--- src/rtl/flex_pkg.sv ---
// rtl/flex_pkg.sv - shared mode encodings for the multi-channel flex counter
package flex_pkg;

    localparam logic [1:0] MODE_ROLL1   = 2'd0;
    localparam logic [1:0] MODE_WRAP    = 2'd1;
    localparam logic [1:0] MODE_SAT     = 2'd2;
    localparam logic [1:0] MODE_ONESHOT = 2'd3;

    typedef enum logic [1:0] {
        ROLL1   = MODE_ROLL1,
        WRAP    = MODE_WRAP,
        SAT     = MODE_SAT,
        ONESHOT = MODE_ONESHOT
    } cnt_mode_t;

endpackage

--- src/rtl/flex_counter_ch.sv ---
// rtl/flex_counter_ch.sv - one counter channel: count register, next-state logic and flags
module flex_counter_ch
    import flex_pkg::*;
#(
    parameter int NUM_BITS = 4
) (
    input  logic                clk,
    input  logic                n_rst,
    input  logic                clear,
    input  logic                load,
    input  logic [NUM_BITS-1:0] load_val,
    input  logic                count_enable,
    input  logic                dir,
    input  cnt_mode_t           mode,
    input  logic [NUM_BITS-1:0] rollover_val,
    output logic [NUM_BITS-1:0] count_out,
    output logic                rollover_flag,
    output logic                zero_flag,
    output logic                wrap_pulse,
    output logic                done,
    output logic                rollover_next
);

    logic [NUM_BITS-1:0] count_d, count_q;
    logic                rollover_flag_d, rollover_flag_q;
    logic                zero_flag_d, zero_flag_q;
    logic                wrap_pulse_d, wrap_pulse_q;
    logic                done_d, done_q;
    logic                term_dn;
    logic                rv_zero;

    // Next count and flags; flags are taken from the next count so they line up with count_out.
    always_comb begin
        count_d      = count_q;
        wrap_pulse_d = 1'b0;
        done_d       = done_q;
        rv_zero      = (rollover_val == '0);
        // ROLL1 lives in 1..rollover_val, so 1 is also a terminal value going down.
        term_dn      = (count_q == '0) || ((mode == ROLL1) && (count_q == 1));

        if (clear) begin
            count_d = '0;
            done_d  = 1'b0;
        end else if (load) begin
            count_d = load_val;
            done_d  = 1'b0;
        end else if (count_enable && !(done_q && (mode == ONESHOT))) begin
            if (dir) begin
                if (rv_zero) begin
                    // A zero terminal pins every mode at 0 and never wraps.
                    count_d = '0;
                    if (mode == ONESHOT) done_d = 1'b1;
                end else if (count_q >= rollover_val) begin
                    // Out-of-range counts are terminal too, so nothing counts through 2^NUM_BITS.
                    case (mode)
                        ROLL1: begin
                            count_d      = 1;
                            wrap_pulse_d = 1'b1;
                        end
                        WRAP: begin
                            count_d      = '0;
                            wrap_pulse_d = 1'b1;
                        end
                        ONESHOT: done_d = 1'b1;
                        default: count_d = count_q;
                    endcase
                end else begin
                    count_d = count_q + 1'b1;
                end
            end else begin
                if (term_dn) begin
                    case (mode)
                        ROLL1, WRAP: begin
                            count_d      = rollover_val;
                            wrap_pulse_d = !rv_zero;
                        end
                        ONESHOT: done_d = 1'b1;
                        default: count_d = count_q;
                    endcase
                end else begin
                    count_d = count_q - 1'b1;
                end
            end
        end

        // Clear forces the rollover flag low even when rollover_val is 0.
        rollover_flag_d = (count_d == rollover_val) && !clear;
        zero_flag_d     = (count_d == '0);
    end

    // Count and flag registers.
    always_ff @(posedge clk or negedge n_rst) begin
        if (!n_rst) begin
            count_q         <= '0;
            rollover_flag_q <= 1'b0;
            zero_flag_q     <= 1'b0;
            wrap_pulse_q    <= 1'b0;
            done_q          <= 1'b0;
        end else begin
            count_q         <= count_d;
            rollover_flag_q <= rollover_flag_d;
            zero_flag_q     <= zero_flag_d;
            wrap_pulse_q    <= wrap_pulse_d;
            done_q          <= done_d;
        end
    end

    assign count_out     = count_q;
    assign rollover_flag = rollover_flag_q;
    assign zero_flag     = zero_flag_q;
    assign wrap_pulse    = wrap_pulse_q;
    assign done          = done_q;
    assign rollover_next = rollover_flag_d;

endmodule

--- src/rtl/flex_counter_mc.sv ---
// rtl/flex_counter_mc.sv - NUM_CH independent flex counters sharing one clock
module flex_counter_mc
    import flex_pkg::*;
#(
    parameter int NUM_BITS = 4,
    parameter int NUM_CH   = 2
) (
    input  logic                         clk,
    input  logic                         n_rst,
    input  logic [NUM_CH-1:0]            clear,
    input  logic [NUM_CH-1:0]            load,
    input  logic [NUM_CH*NUM_BITS-1:0]   load_val,
    input  logic [NUM_CH-1:0]            count_enable,
    input  logic [NUM_CH-1:0]            dir,
    input  logic [NUM_CH*2-1:0]          mode,
    input  logic [NUM_CH*NUM_BITS-1:0]   rollover_val,
    output logic [NUM_CH*NUM_BITS-1:0]   count_out,
    output logic [NUM_CH-1:0]            rollover_flag,
    output logic [NUM_CH-1:0]            zero_flag,
    output logic [NUM_CH-1:0]            wrap_pulse,
    output logic [NUM_CH-1:0]            done,
    output logic                         any_rollover
);

    logic [NUM_CH-1:0] rollover_next;
    logic              any_rollover_d, any_rollover_q;

    for (genvar i = 0; i < NUM_CH; i++) begin : g_ch
        flex_counter_ch #(.NUM_BITS(NUM_BITS)) u_ch (
            .clk          (clk),
            .n_rst        (n_rst),
            .clear        (clear[i]),
            .load         (load[i]),
            .load_val     (load_val[i*NUM_BITS +: NUM_BITS]),
            .count_enable (count_enable[i]),
            .dir          (dir[i]),
            .mode         (cnt_mode_t'(mode[i*2 +: 2])),
            .rollover_val (rollover_val[i*NUM_BITS +: NUM_BITS]),
            .count_out    (count_out[i*NUM_BITS +: NUM_BITS]),
            .rollover_flag(rollover_flag[i]),
            .zero_flag    (zero_flag[i]),
            .wrap_pulse   (wrap_pulse[i]),
            .done         (done[i]),
            .rollover_next(rollover_next[i])
        );
    end

    // Summary flag built from next-cycle channel flags so it matches rollover_flag timing.
    always_comb begin
        any_rollover_d = |rollover_next;
    end

    // Summary flag register.
    always_ff @(posedge clk or negedge n_rst) begin
        if (!n_rst) begin
            any_rollover_q <= 1'b0;
        end else begin
            any_rollover_q <= any_rollover_d;
        end
    end

    assign any_rollover = any_rollover_q;

endmodule

--- config.mk ---
export PLATFORM = sky130hd
export DESIGN_NAME = flex_counter_mc
export DESIGN_NICKNAME = d
export VERILOG_FILES = /design/src/rtl/flex_pkg.sv /design/src/rtl/flex_counter_ch.sv /design/src/rtl/flex_counter_mc.sv
export SDC_FILE = /design/constraint.sdc
export NUM_CORES = 1
export LEC_CHECK = 0
export CORE_ASPECT_RATIO = 1.5
export CORE_MARGIN = 3
export CORE_UTILIZATION = 46
export CTS_CLUSTER_SIZE = 8
export DETAILED_ROUTE_END_ITERATION = 6
export GPL_ROUTABILITY_DRIVEN = 0
export GPL_TIMING_DRIVEN = 0
export PLACE_DENSITY = 0.85
export SETUP_SLACK_MARGIN = 0.5
export SKIP_LAST_GASP = 1
export SYNTH_ARGS = -nofsm -noshare
export SYNTH_HDL_FRONTEND = slang
export SYNTH_SLANG_ARGS = --single-unit
--- constraint.sdc ---
create_clock -name clk -period 2.5 [get_ports clk]
set_input_delay 0.75 -clock clk [delete_from_list [all_inputs] [get_ports clk]]
set_output_delay 0.75 -clock clk [all_outputs]
set_load 0.02 [all_outputs]
* Word-level counts from Yosys, hierarchy flattened
Index checks and enable logic that the tools add are counted.
Storage, ports and cells: word-level logic and storage cells 112, input port bits 30, output and inout bits 17, register bits 17
Operators by class: reductions and logical operators 33, mux-type cells 52, equal/unequal tests 10, add/subtract/negate cells 4, $lt $le $gt $ge 2
Operators by type and width (count):
- 4-bit 2-to-1 mux | 16
- 1-bit 2-to-1 mux | 34
- 4-bit logical NOT | 6
- 4-bit case mux with 2 select lines | 2
- 5-bit by 3-bit inequality test with 1-bit output, second input constant | 2
- 4-bit by 1-bit adder with 4-bit output, second input constant | 2
- 4-bit by 1-bit == test with 1-bit output, second input constant | 2
- 4-bit == test | 2
- 4-bit >= comparator | 2
- 1-bit logical AND | 8
- 4-bit nonzero test | 2
- 4-bit by 1-bit subtractor with 4-bit output, second input constant | 2
- 1-bit logical NOT | 6
- 3-bit AND reduction | 2
- 3-bit nonzero test | 2
- 2-bit OR reduction | 3
- 2-bit by 1-bit == test with 1-bit output, second input constant | 2
- 2-bit == test, second input constant | 2
- 2-bit logical NOT | 2
- 1-bit logical OR | 2

* Logic depth before layout (Yosys ltp)
Gate-level depths: netlist of the first run.
depth after elaboration 11, mapped depth 11, depth with buffers taken out 10

* Modules after synthesis
Synthesis of the first run repeated with hierarchy kept, for this count alone.
Second synthesis, totals: cell total of the unflattened synthesis 242, area total of the unflattened synthesis 2058.2 µm²
By module, submodules not included:
- flex_counter_ch | times used 2, sequential area each 200.2 µm², cells an instance 120, area an instance 1013.5 µm²
- flex_counter_mc | times used 1, sequential area each 25.0 µm², cells an instance 2, area an instance 31.3 µm²

* Least setup slack after synthesis of the first run
No wires, ideal clock.
path type input -> register, start in rollover_val[0], end reg any_rollover_q, in the netlist any_rollover, setup time 0.136 ns, arrival 2.823 ns, path slack -0.459 ns, stages 9, path buffers 0, required time 2.364 ns, path through ha_1 > nand2b_1 > a2111oi_2 > nor2_2 > or3_1 > a311o_1 > or3_1 > nand3_2 > o41ai_2
Between the ends: word-level cells in the longest chain between the ends 10, elaborated cells on any way between the ends 13, those cells by class 1 x order compare; 1 x eq/ne; 8 x mux; 3 x reduce/logical
RTL lines:
- from (decl) | RTL line flex_counter_mc.sv:16 | input logic [NUM_CH*NUM_BITS-1:0] rollover_val,
- 4-bit >= comparator | RTL line flex_counter_ch.sv:53 | end else if (count_q >= rollover_val) begin
- 4-bit 2-to-1 mux | RTL line flex_counter_ch.sv:53
- 4-bit 2-to-1 mux | RTL line flex_counter_ch.sv:49 | if (rv_zero) begin
- 4-bit 2-to-1 mux | RTL line flex_counter_ch.sv:48 | if (dir) begin
- 4-bit 2-to-1 mux | RTL line flex_counter_ch.sv:47 | end else if (count_enable && !(done_q && (mode == ONESHOT))) begin
- 4-bit 2-to-1 mux | RTL line flex_counter_ch.sv:44 | end else if (load) begin
- 4-bit 2-to-1 mux | RTL line flex_counter_ch.sv:41 | if (clear) begin
- 4-bit == test (*) | RTL line flex_counter_ch.sv:87 | rollover_flag_d = (count_d == rollover_val) && !clear;
- 1-bit logical AND (*) | RTL line flex_counter_ch.sv:87
- 2-bit OR reduction (*) | RTL line flex_counter_mc.sv:50 | any_rollover_d = |rollover_next;
- net any_rollover_d | RTL line flex_counter_mc.sv:26 | logic any_rollover_d, any_rollover_q;
- to (signal assigned) | RTL line flex_counter_mc.sv:58 | any_rollover_q <= any_rollover_d;
- to (decl) | RTL line flex_counter_mc.sv:26
Mark *: on every way through the listed nets, which the timed path passes. The rest lies on a longest branch. A chain may end at the register's enable or synchronous reset.

* Worst setup path in the final report of the first run
Ends and elaborated chain as after synthesis.

==> results.py, run 1 <==
metrics = {
    "die": {
        "core_mm2": 0.00428,
        "dieArea_mm2": 0.00538,
        "chipWidth_um": 60.9,
        "die_h_um": 88.4,
        "ios": 47,
        "initial_core_util": 0.486,
        "fp-row-count": 29,
    },
    "detailed_routing": {
        "vias_per_cell": 6.40,
        "vias": 2541,
        "wirelength_um": 7310,
        "drt-wirelength-per-cell_um": 18.4,
        "ant_nets": 0,
        "route.detailed.drc": 0,
        "first_iter_violations": 233,
        "drtPass1Iterations": 5,
    },
    "global_routing": {
        "grt_max_degree": 18,
        "grt_pass1_vias": 2372,
        "grtUsageTotal": 0.267,
        "grt_antenna_before_repair": 0,
        "grt_pass1_wl_um": 10900,
        "grt_overflow": 0,
    },
    "sta": {
        "max_freq_mhz": 352,
        "whs_ns": 0.594,
        "slew_violations": 0,
        "max-slew-margin-rel": 0.489,
        "setup_slack_ns": -0.338,
        "worstMarginPinSlew_ns": 0.764,
        "rsz0062_at_grt": "yes",
        "final-hold-violation-count": 0,
        "period_minus_slack_ns": 2.84,
        "final.period_utilization": 1.14,
        "fin_skew_ns": 0.00415,
        "setup_viol": 7,
    },
    "setup_path": {
        "worstSetupEndpointType": "flip-flop",
        "r2r-end": "any_rollover",
        "startpoint_type": "input pin",
        "crit_end": "any_rollover",
        "critPathArrivalTime_ns": 2.97,
        "r2r_slack_ns": -0.29,
        "path_class": "input pin to flip-flop",
        "reg2reg_from": "g_ch[0].u_ch.count_out[0]",
        "cp_cell_sequence": "buf_8, ha_4, nand2b_4, a2111oi_4, nor2_4, or3_1, a311o_1, or3_4, nand3_4, o41ai_2",
        "critPathLaunch": "rollover_val[0]",
        "ff2ff_path_depth": 10,
        "cpPeakStageDelay_ns": 0.43,
        "slowest_stage": "or3_4",
        "critPathMaxFanout": 7,
        "required_ns": 2.63,
    },
    "synthesis": {
        "synth_area_per_cell_um2": 7.46,
        "async_flop_share": 1.00,
        "synth_ff_type": "dfrtp_1",
        "synth_area_mm2": 0.00208,
        "synth-seq-cells": 17,
        "ys_seq_area_frac": 0.204,
        "syn_inst": 279,
        "synth_nets": 325,
        "synth-edff-count": 0,
        "synth_cell_types": 64,
        "yosysWarnings": 0,
    },
    "clocking": {
        "clock_path_buffers": 2,
        "cts-root-buf": "clkbuf_8",
        "cts_tree": "done",
        "cts_buffers": 3,
        "insertion_delay_ns": 0.25,
        "clkTransAtPathRegs_ns": 0.07,
        "h-tree-depth": 1,
        "cts.sinks": 17,
    },
    "placement": {
        "dpl.hpwl_um": 4890,
        "placed_cell_area_mm2": 0.00272,
        "io_buffers": 43,
    },
    "power_and_ir_drop": {
        "p_per_area_mw_per_mm2": 382,
        "power_leakage_nw": 1.35,
        "max-vdd-ir-drop_mv": 0.250,
        "p_total_mw": 1.20,
    },
    "run": {
        "cap_violations": 0,
    },
    "finish": {
        "drive_above_1_share": 0.316,
        "seq_area_um2": 429,
        "layout_common_cells": "34 x buf_4, 33 x nor2_1, 17 x nand2_1",
        "multi_input_area_mm2": 0.00176,
        "final_core_util": 0.735,
        "final_common_cell": "buf_4",
        "fin_nets": 398,
        "area_growth_pct": 51.2,
        "fill_cells": 326,
        "diodes": 0,
        "finalInstanceArea_mm2": 0.00315,
    },
    "hold_path": {
        "hold_path_class": "flip-flop to flip-flop",
    },
    "outcome": {
        "outcome": "finished with violations",
        "violations": "negative setup slack",
    },
}
Yosys cell counts (all sizes together), types with 5 or more instances:
library cell  number  share of area
clkbuf            11          0.020
a211oi             5          0.018
dfrtp             17           0.20
ha                16          0.096
nor2b              5          0.015
nor2              36          0.066
o21ai             12          0.029
nor4               6          0.018
buf               11          0.042
a21oi             15          0.036
or3                6          0.019
nand2             18          0.032
inv               20          0.036
o21a               6          0.022
nor3              12          0.029
nand3              9          0.024
per-layer routing:
| metal | share of wire | track usage | routed length [µm] |
|---|---|---|---|
| met5 | 0 | 0 | 0 |
| met4 | 0.055 | 0.168 | 403 |
| met3 | 0.050 | 0.0234 | 369 |
| met2 | 0.55 | 0.501 | 4040 |
| met1 | 0.34 | 0.268 | 2500 |
how the worst min path moves through the flow:
stage	startpoint	endpoint	slack, ns	depth (start not counted)
2_1_floorplan	n_rst	any_rollover	0.45	0
3_3_place_gp	g_ch[0].u_ch.done	g_ch[0].u_ch.done	0.58	2
3_5_place_dp	g_ch[0].u_ch.done	g_ch[0].u_ch.done	0.59	2
4_1_cts	g_ch[0].u_ch.done	g_ch[0].u_ch.done	0.60	2
5_1_grt	g_ch[0].u_ch.done	g_ch[0].u_ch.done	0.63	2
6_report	g_ch[0].u_ch.done	g_ch[0].u_ch.done	0.59	2
critical path: cells and delay by family:
kind	cells	cell delay (ns)
AND/OR/NAND/NOR	5	1.08
AO/OA/AOI/OAI	3	0.83
adder cells (fa/ha/maj)	1	0.20
buffers and inverters	1	0.10
what timing repair did:
action,in CTS,in global routing
buffers inserted,14,10
hold buffers,0,0
pin swaps,21,15
gates resized for setup,93,33
endpoints found under the setup margin,32,20
gates cloned,1,0
registers in the layout, indices dropped and copies added, names as in the netlist:
signal                   cells
g_ch.u_ch.rollover_flag      2
g_ch.u_ch.done               2
g_ch.u_ch.count_out          8
any_rollover                 1
g_ch.u_ch.zero_flag          2
g_ch.u_ch.wrap_pulse         2
kinds of logic (layout without fill, tap and decap cells):
| group | count (synthesis) | after routing | share of synthesized area |
|---|---|---|---|
| AOI/OAI and AO/OA | 80 | 80 | 0.272 |
| xor gates and xnor gates | 4 | 4 | 0.0168 |
| adders and majority gates | 16 | 16 | 0.0962 |
| buffers and inverters | 43 | 115 | 0.103 |
| DFF | 17 | 17 | 0.204 |
| muxes | 5 | 5 | 0.0247 |
| and+or+nand+nor | 114 | 114 | 0.282 |
report_power, final:
group	switching, mW	internal [mW]
logic	0.360	0.320
registers	0.0214	0.294
clock network	0.0943	0.113
layout make-up:
| class | count | area share |
|---|---|---|
| plain buffers | 23 | 0.0553 |
| clock buffers | 4 | 0.0143 |
| inverters | 20 | 0.0302 |
| multi-input cells | 219 | 0.561 |
| flip-flops and latches | 17 | 0.136 |
| well taps | 46 | 0.0183 |
| repair buffers | 68 | 0.185 |
stage by stage:
step	TNS [ns]	setup WS, ns	cells
6_report	-1.09	-0.338	397
5_1_grt	-1.65	-0.391	397
4_1_cts	-0.980	-0.311	387
3_5_place_dp	-9.95	-1.09	368
3_3_place_gp	-9.42	-1.04	368
2_1_floorplan	-0.549	-0.275	279
No activity file was read; power rests on OpenSTA's default activity.
==> run 2, diff against run 1 <==
--- a/config.mk
+++ b/config.mk
@@ -6,13 +6,13 @@
 export NUM_CORES = 1
 export LEC_CHECK = 0
 export CORE_ASPECT_RATIO = 1.5
-export CORE_MARGIN = 3
+export CORE_MARGIN = 8
 export CORE_UTILIZATION = 46
 export CTS_CLUSTER_SIZE = 8
 export DETAILED_ROUTE_END_ITERATION = 6
 export GPL_ROUTABILITY_DRIVEN = 0
 export GPL_TIMING_DRIVEN = 0
-export PLACE_DENSITY = 0.85
+export PLACE_DENSITY = 0.88
 export SETUP_SLACK_MARGIN = 0.5
 export SKIP_LAST_GASP = 1
 export SYNTH_ARGS = -nofsm -noshare
==> results.py, run 2 (same netlist as run 1, synthesis figures left out) <==
metrics = {
    "outcome": {
        "outcome": "finished with violations",
        "violations": "negative setup slack",
    },
    "detailed_routing": {
        "drt-wirelength-per-cell_um": 19.7,
        "route.detailed.drc": 0,
        "vias": 2621,
        "ant_nets": 0,
        "drtPass1Iterations": 5,
        "wirelength_um": 7990,
        "vias_per_cell": 6.46,
        "first_iter_violations": 205,
    },
    "setup_path": {
        "cpPeakStageDelay_ns": 0.42,
        "cp_top_family": "simple AND/OR/NAND/NOR gates",
        "worstSetupEndpointType": "flip-flop",
        "critPathLaunch": "rollover_val[0]",
        "critPathArrivalTime_ns": 3.04,
        "critPathMaxFanout": 7,
        "path_class": "input pin to flip-flop",
        "cp_cell_sequence": "buf_8, ha_4, nand2b_4, a2111oi_4, nor2_4, or3_4, a311o_1, or3_4, nand3_2, o41ai_2",
        "r2r-end": "any_rollover",
        "r2r_slack_ns": -0.38,
        "crit_buf_inv": 1,
        "cpMostUsedCell": "or3_4",
        "slowest_stage": "a2111oi_4",
        "reg2reg_from": "g_ch[0].u_ch.count_out[0]",
        "required_ns": 2.63,
        "startpoint_type": "input pin",
        "ff2ff_path_depth": 10,
    },
    "placement": {
        "io_buffers": 43,
        "place_ws_ns": -1.13,
        "dpl.hpwl_um": 5030,
    },
    "clocking": {
        "clock_path_buffers": 2,
        "insertion_delay_ns": 0.26,
        "cts_tree": "done",
        "cts_buffers": 3,
        "hold_buffers": 0,
        "cts.sinks": 17,
        "h-tree-depth": 1,
        "cts-root-buf": "clkbuf_8",
        "clkTransAtPathRegs_ns": 0.07,
    },
    "sta": {
        "setup_viol": 6,
        "final-hold-violation-count": 0,
        "max_freq_mhz": 343,
        "final.period_utilization": 1.17,
        "max-slew-margin-rel": 0.509,
        "worstMarginPinSlew_ns": 0.734,
        "fin_skew_ns": 0.00679,
        "whs_ns": 0.606,
        "period_minus_slack_ns": 2.92,
        "rsz0062_at_grt": "yes",
        "setup_slack_ns": -0.415,
        "slew_violations": 0,
    },
    "die": {
        "initial_core_util": 0.470,
        "die_h_um": 98.4,
        "chipWidth_um": 70.9,
        "core_mm2": 0.00443,
        "dieArea_mm2": 0.00698,
        "fp-row-count": 30,
        "ios": 47,
    },
    "finish": {
        "area_growth_pct": 57.7,
        "multi_input_area_mm2": 0.00178,
        "final_common_cell": "buf_4",
        "fill_cells": 306,
        "fin_nets": 405,
        "diodes": 0,
        "seq_area_um2": 430,
        "drive_above_1_share": 0.360,
        "largest_reg_flops": 8,
        "layout_common_cells": "34 x buf_4, 32 x nor2_1, 17 x nand2_1",
    },
    "global_routing": {
        "grt_pass1_wl_um": 11900,
        "grt_antenna_before_repair": 0,
        "grtUsageTotal": 0.208,
        "grt_max_degree": 18,
        "grt_overflow": 0,
        "grt_pass1_vias": 2441,
    },
    "power_and_ir_drop": {
        "power_leakage_nw": 1.43,
        "max-vdd-ir-drop_mv": 0.291,
        "p_per_area_mw_per_mm2": 380,
    },
    "hold_path": {
        "min-delay-start": "g_ch[0].u_ch.done",
        "whs_path_depth": 2,
        "hold_path_class": "flip-flop to flip-flop",
        "min_to": "g_ch[0].u_ch.done",
    },
    "run": {
        "cap_violations": 0,
    },
}
run 2: routing by layer:
layer | global-route usage | up-vias | share of wire | routed length [µm]
met3 | 0.0287 | 59 | 0.067 | 533
met5 | 0 | - | 0 | 0
met1 | 0.211 | 1200 | 0.35 | 2770
li1 | - | 1176 | - | -
met4 | 0.121 | 0 | 0.068 | 546
met2 | 0.386 | 186 | 0.52 | 4140
run 2: report_power, final:
group	switching [mW]	internal [mW]
clock	0.0915	0.113
sequential	0.0212	0.295
combinational	0.382	0.346
total	0.494	0.754
run 2: worst max path at each step:
stage / endpoint / slack [ns] / cells after the start
after floorplan: any_rollover / -0.28 / 9
after global placement: any_rollover / -1.05 / 10
after detailed placement: any_rollover / -1.13 / 10
after CTS: any_rollover / -0.34 / 10
after global routing: any_rollover / -0.51 / 11
final: any_rollover / -0.42 / 10
run 2: worst min-delay path, stage by stage, from the launching register on:
cell	delay, ns
dfrtp_1	0.39
a41oi_2	0.05
nor3_1	0.11
run 2: cell type report:
class / count / share of cell area
repair buffers: 75 / 0.209
multi-input cells: 219 / 0.542
plain buffers: 23 / 0.0557
inverters: 20 / 0.0297
well taps: 48 / 0.0183
clock buffers: 4 / 0.0137
flip-flops and latches: 17 / 0.131
run 2: through the flow:
step | instance area (µm²) | TNS [ns] | power [mW] | instances | util
floorplan | 2230 | -0.549 | 0.669 | 279 | -
global placement | 2730 | -9.26 | 0.836 | 370 | 0.615
detailed placement | 2730 | -9.85 | 0.848 | 370 | 0.615
CTS | 3050 | -0.929 | 1.13 | 394 | 0.688
global route | 3280 | -2.27 | 1.31 | 406 | 0.741
finish | 3280 | -1.83 | 1.25 | 406 | 0.741
run 2: timing repair:
item | 4_1_cts | 5_1_grt
gates resized for setup | 105 | 47
buffers inserted | 19 | 12
cloned | 1 | 0
pin swaps | 23 | 24
setup endpoints to repair | 32 | 18
==> run 3, diff against run 2 <==
--- a/config.mk
+++ b/config.mk
@@ -7,12 +7,12 @@
 export LEC_CHECK = 0
 export CORE_ASPECT_RATIO = 1.5
 export CORE_MARGIN = 8
-export CORE_UTILIZATION = 46
+export CORE_UTILIZATION = 45
 export CTS_CLUSTER_SIZE = 8
 export DETAILED_ROUTE_END_ITERATION = 6
 export GPL_ROUTABILITY_DRIVEN = 0
 export GPL_TIMING_DRIVEN = 0
-export PLACE_DENSITY = 0.88
+export PLACE_DENSITY = 0.87
 export SETUP_SLACK_MARGIN = 0.5
 export SKIP_LAST_GASP = 1
 export SYNTH_ARGS = -nofsm -noshare
==> results.py, run 3 (same netlist as run 1, synthesis figures left out) <==
metrics = {
    "setup_path": {
        "cp_top_family": "simple AND/OR/NAND/NOR gates",
        "required_ns": 2.62,
        "slowest_stage": "a2111oi_4",
        "critPathMaxFanout": 6,
        "path_class": "input pin to flip-flop",
        "cpMostUsedCell": "or3_1",
        "cpPeakStageDelay_ns": 0.42,
        "critPathArrivalTime_ns": 3.06,
        "startpoint_type": "input pin",
        "worstSetupEndpointType": "flip-flop",
        "cp_cell_sequence": "buf_4, inv_1, ha_2, a2111oi_4, nor2_4, or3_1, a311o_1, or3_1, nand3_2, o41ai_2",
        "crit_buf_inv": 2,
    },
    "power_and_ir_drop": {
        "max-vdd-ir-drop_mv": 0.218,
        "power_leakage_nw": 1.41,
        "p_total_mw": 1.25,
        "p_per_area_mw_per_mm2": 380,
    },
    "detailed_routing": {
        "first_iter_violations": 247,
        "vias_per_cell": 6.41,
        "drtPass1Iterations": 5,
        "route.detailed.drc": 0,
        "vias": 2584,
        "wirelength_um": 8340,
        "ant_nets": 0,
        "drt-wirelength-per-cell_um": 20.7,
    },
    "die": {
        "ios": 47,
        "die_h_um": 99.3,
        "initial_core_util": 0.462,
        "dieArea_mm2": 0.00710,
        "fp-row-count": 30,
        "core_mm2": 0.00450,
        "chipWidth_um": 71.5,
    },
    "global_routing": {
        "grtUsageTotal": 0.210,
        "grt_pass1_wl_um": 12100,
        "grt_pass1_vias": 2484,
        "grt_antenna_before_repair": 0,
        "grt_max_degree": 18,
        "grt_overflow": 0,
    },
    "sta": {
        "setup_viol": 7,
        "slew_violations": 0,
        "tns_ns": -1.38,
        "max-slew-margin-rel": 0.508,
        "final-hold-violation-count": 0,
        "max_freq_mhz": 341,
        "fin_skew_ns": 0.00319,
        "period_minus_slack_ns": 2.93,
        "rsz0062_at_grt": "yes",
        "final.period_utilization": 1.17,
        "worstMarginPinSlew_ns": 0.735,
        "setup_slack_ns": -0.432,
    },
    "hold_path": {
        "hold_path_class": "flip-flop to flip-flop",
    },
    "placement": {
        "placed_cell_area_mm2": 0.00273,
        "dpl.hpwl_um": 5250,
        "io_buffers": 43,
    },
    "clocking": {
        "h-tree-depth": 1,
        "hold_buffers": 0,
        "clkTransAtPathRegs_ns": 0.06,
        "cts.sinks": 17,
        "insertion_delay_ns": 0.25,
        "clock_path_buffers": 2,
        "cts_buffers": 3,
        "cts_tree": "done",
        "cts-root-buf": "clkbuf_8",
    },
    "finish": {
        "fill_cells": 329,
        "diodes": 0,
        "largest_reg_flops": 8,
        "final_common_cell": "buf_4",
        "area_growth_pct": 58.3,
        "fin_nets": 402,
        "layout_common_cells": "35 x buf_4, 31 x nor2_1, 18 x dlygate4sd2_1",
        "finalInstanceArea_mm2": 0.00329,
        "drive_above_1_share": 0.369,
    },
    "outcome": {
        "outcome": "finished with violations",
        "violations": "negative setup slack",
    },
    "run": {
        "cap_violations": 0,
    },
}
[run 3: cell count changes in the layout (fill, tap and decap cells not counted), sizes merged]
cell           delta
clkbuf            -6
dlygate4sd2       +3
clkdlybuf4s15     -1
clkinv            +1
[run 3: power breakdown]
part / leakage, nW / internal (mW) / total (mW) / switching [mW]
logic: 1.16 / 0.343 / 0.734 / 0.391
clock network: 0.0255 / 0.111 / 0.201 / 0.0908
registers: 0.221 / 0.295 / 0.316 / 0.0216
[run 3: area by class of cell]
class                   count  area [µm²]  share of cell area
plain buffers              23         176              0.0536
clock buffers               3        41.3              0.0125
clock inverters             1        5.00             0.00152
inverters                  20         103              0.0312
multi-input cells         219        1800               0.547
flip-flops and latches     17         430               0.131
well taps                  48        60.1              0.0182
repair buffers             72         674               0.205
[run 3: per-layer routing]
| layer | share of wire | up-vias | GRT usage | wire length [µm] |
|---|---|---|---|---|
| li1 | - | 1167 | - | - |
| met1 | 0.34 | 1235 | 0.219 | 2870 |
| met2 | 0.55 | 143 | 0.384 | 4600 |
| met3 | 0.056 | 39 | 0.0332 | 465 |
| met5 | 0 | - | 0 | 0 |
| met4 | 0.048 | 0 | 0.123 | 403 |
[run 3: final timing paths]
check                                     startpoint                        end  slack, ns  cells past startpoint
setup / recovery                     rollover_val[3]               any_rollover      -0.43                     10
hold / removal                     g_ch[1].u_ch.done          g_ch[1].u_ch.done       0.63                      2
setup reg to reg           g_ch[0].u_ch.count_out[0]               any_rollover      -0.37                     10
hold reg to reg                    g_ch[1].u_ch.done          g_ch[1].u_ch.done       0.63                      2
max in group asynchronous                      n_rst  g_ch[0].u_ch.count_out[0]       1.06                      1
min in group asynchronous                      n_rst    g_ch[0].u_ch.wrap_pulse       0.93                      1
[run 3: through the flow]
step                      worst slack (ns)  hold slack (ns)   util  instances
after CTS                           -0.311            0.593  0.670        391
after global routing                -0.449            0.636  0.731        403
final                               -0.432            0.631  0.731        403
after global placement               -1.06            0.583  0.605        370
after detailed placement             -1.09            0.584  0.605        370
after floorplan                     -0.275            0.454      -        279
[run 3: timing repair]
action                     in CTS  in global routing
buffers inserted               17                 12
setup endpoints to repair      33                 17
gates resized for setup       107                 49
pin swaps                      29                 34
[run 3: worst min-delay path, stage by stage, from the launching register on]
cell	delay, ns
dfrtp_1	0.41
nor2_1	0.12
nor3_1	0.06
==> edit (config.mk and constraints of run 3) <==
Set the parameter `NUM_CH` to 4 (it was 2).
--- a/src/rtl/flex_counter_mc.sv
+++ b/src/rtl/flex_counter_mc.sv
@@ -5,3 +5,3 @@
     parameter int NUM_BITS = 4,
-    parameter int NUM_CH   = 2
+    parameter int NUM_CH   = 4
 ) (
Interface: changed (12 resized); port bits go from 47 to 91. The function was not compared with the original's and may differ.
==> edit against run 3 <==
Synthesized area is 92% higher. Fmax up 2.5%. Via count up 100%. Cell area increased by 110%. Largest cell class unchanged. Routed wire length is 110% higher. Worst setup slack improved by 70 ps. Worst hold slack worse by 53 ps. Combinational power increased by 120%. The run still ends with setup timing left. Sequential cell count is 16 higher. Total power increased by 130%. Largest power group unchanged. Non-clock buffer count is 96 higher.
==> edit: results <==
group,metric,value,unit
synthesis,synthTopCellsByArea,"dfrtp_1 (21%), ha_1 (10%), nor2_1 (5.0%), a21oi_1 (4.0%), inv_1 (3.4%)",
timing,worstMarginPinSlew,852,ps
finish,fin_nets,763,
drt,met3_length,1.53,mm
timing,setup-tns-final,-1450,ps
grt,grt_max_degree,34,
drt,wl_per_cell,22.7,um
worst_setup_path,reg2reg_depth,12,
grt,use_met2,0.458,
synthesis,ys_seq_area_frac,0.207,
cts,postCtsSetupRepairBufs,58,
synthesis,synth_xor_area_frac,0.0285,
run_status,failed_checks,"setup timing",
synthesis,synth_cell_types,77,
power,irDropWorstVdd,0.507,mV
worst_setup_path,path_delay_family,"compound AO/OA/AOI/OAI gates",
worst_setup_path,crit_path_start,"rollover_val[4]",
grt,met1_usage,0.266,
grt,grt_first_pass_wirelength,25.5,mm
cts,clkLatencyLatePin,290,ps
synthesis,synth_common_cells,"nor2_1 (53), inv_1 (36), dfrtp_1 (33), a21oi_1 (32), ha_1 (32)",
cts,cts_resized,267,
run_status,status,"finished with violations",
cts,cts_root_buf,"clkbuf_16",
finish,largest_reg_flops,16,
cts,cts_buffers,5,
synthesis,synth-compound-area-share,0.282,
timing,setup_violations,8,
worst_setup_path,rr_startpoint,"g_ch[2].u_ch.count_out[1]$_DFF_PN0_",
synthesis,syn_nets,600,
synthesis,synthAdderAreaFrac,0.100,
cts,htree_num_levels,2,
grt,met3_usage,0.0553,
timing,fin_skew,6.87,ps
grt,first_global_vias,5272,
placement,placed_area,0.00543,mm2
worst_setup_path,critPathMaxFanout,4,
placement,io_buffers,84,
grt,grt_use_total,0.254,
timing,setup_ws,-362,ps
## edit: report_power, final
part | total, W | internal (W) | switching, W
combinational | 0.00160 | 0.000744 | 0.000855
clock | 0.000612 | 0.000366 | 0.000246
sequential | 0.000624 | 0.000575 | 0.0000486
## edit: metrics by stage
stage / std cells / hold slack (ps) / worst slack [ps] / util / power (W)
finish: 784 / 578 / -362 / 0.784 / 0.00283
global route: 784 / 631 / -432 / 0.784 / 0.00295
CTS: 770 / 590 / -405 / 0.729 / 0.00260
detailed placement: 704 / 590 / -1270 / 0.622 / 0.00175
global placement: 704 / 583 / -1230 / 0.622 / 0.00172
floorplan: 510 / 454 / -244 / - / 0.00137
## edit: cell type report
cell class                      instances  area [um2]
Buffer                                 35         244
Clock buffer                            6         129
Clock inverter                          2        10.0
Fill cell                             530        1880
Inverter                               37         209
Multi-Input combinational cell        405        3840
Sequential cell                        33         836
Tap cell                              110         138
Timing Repair Buffer                  156        1440
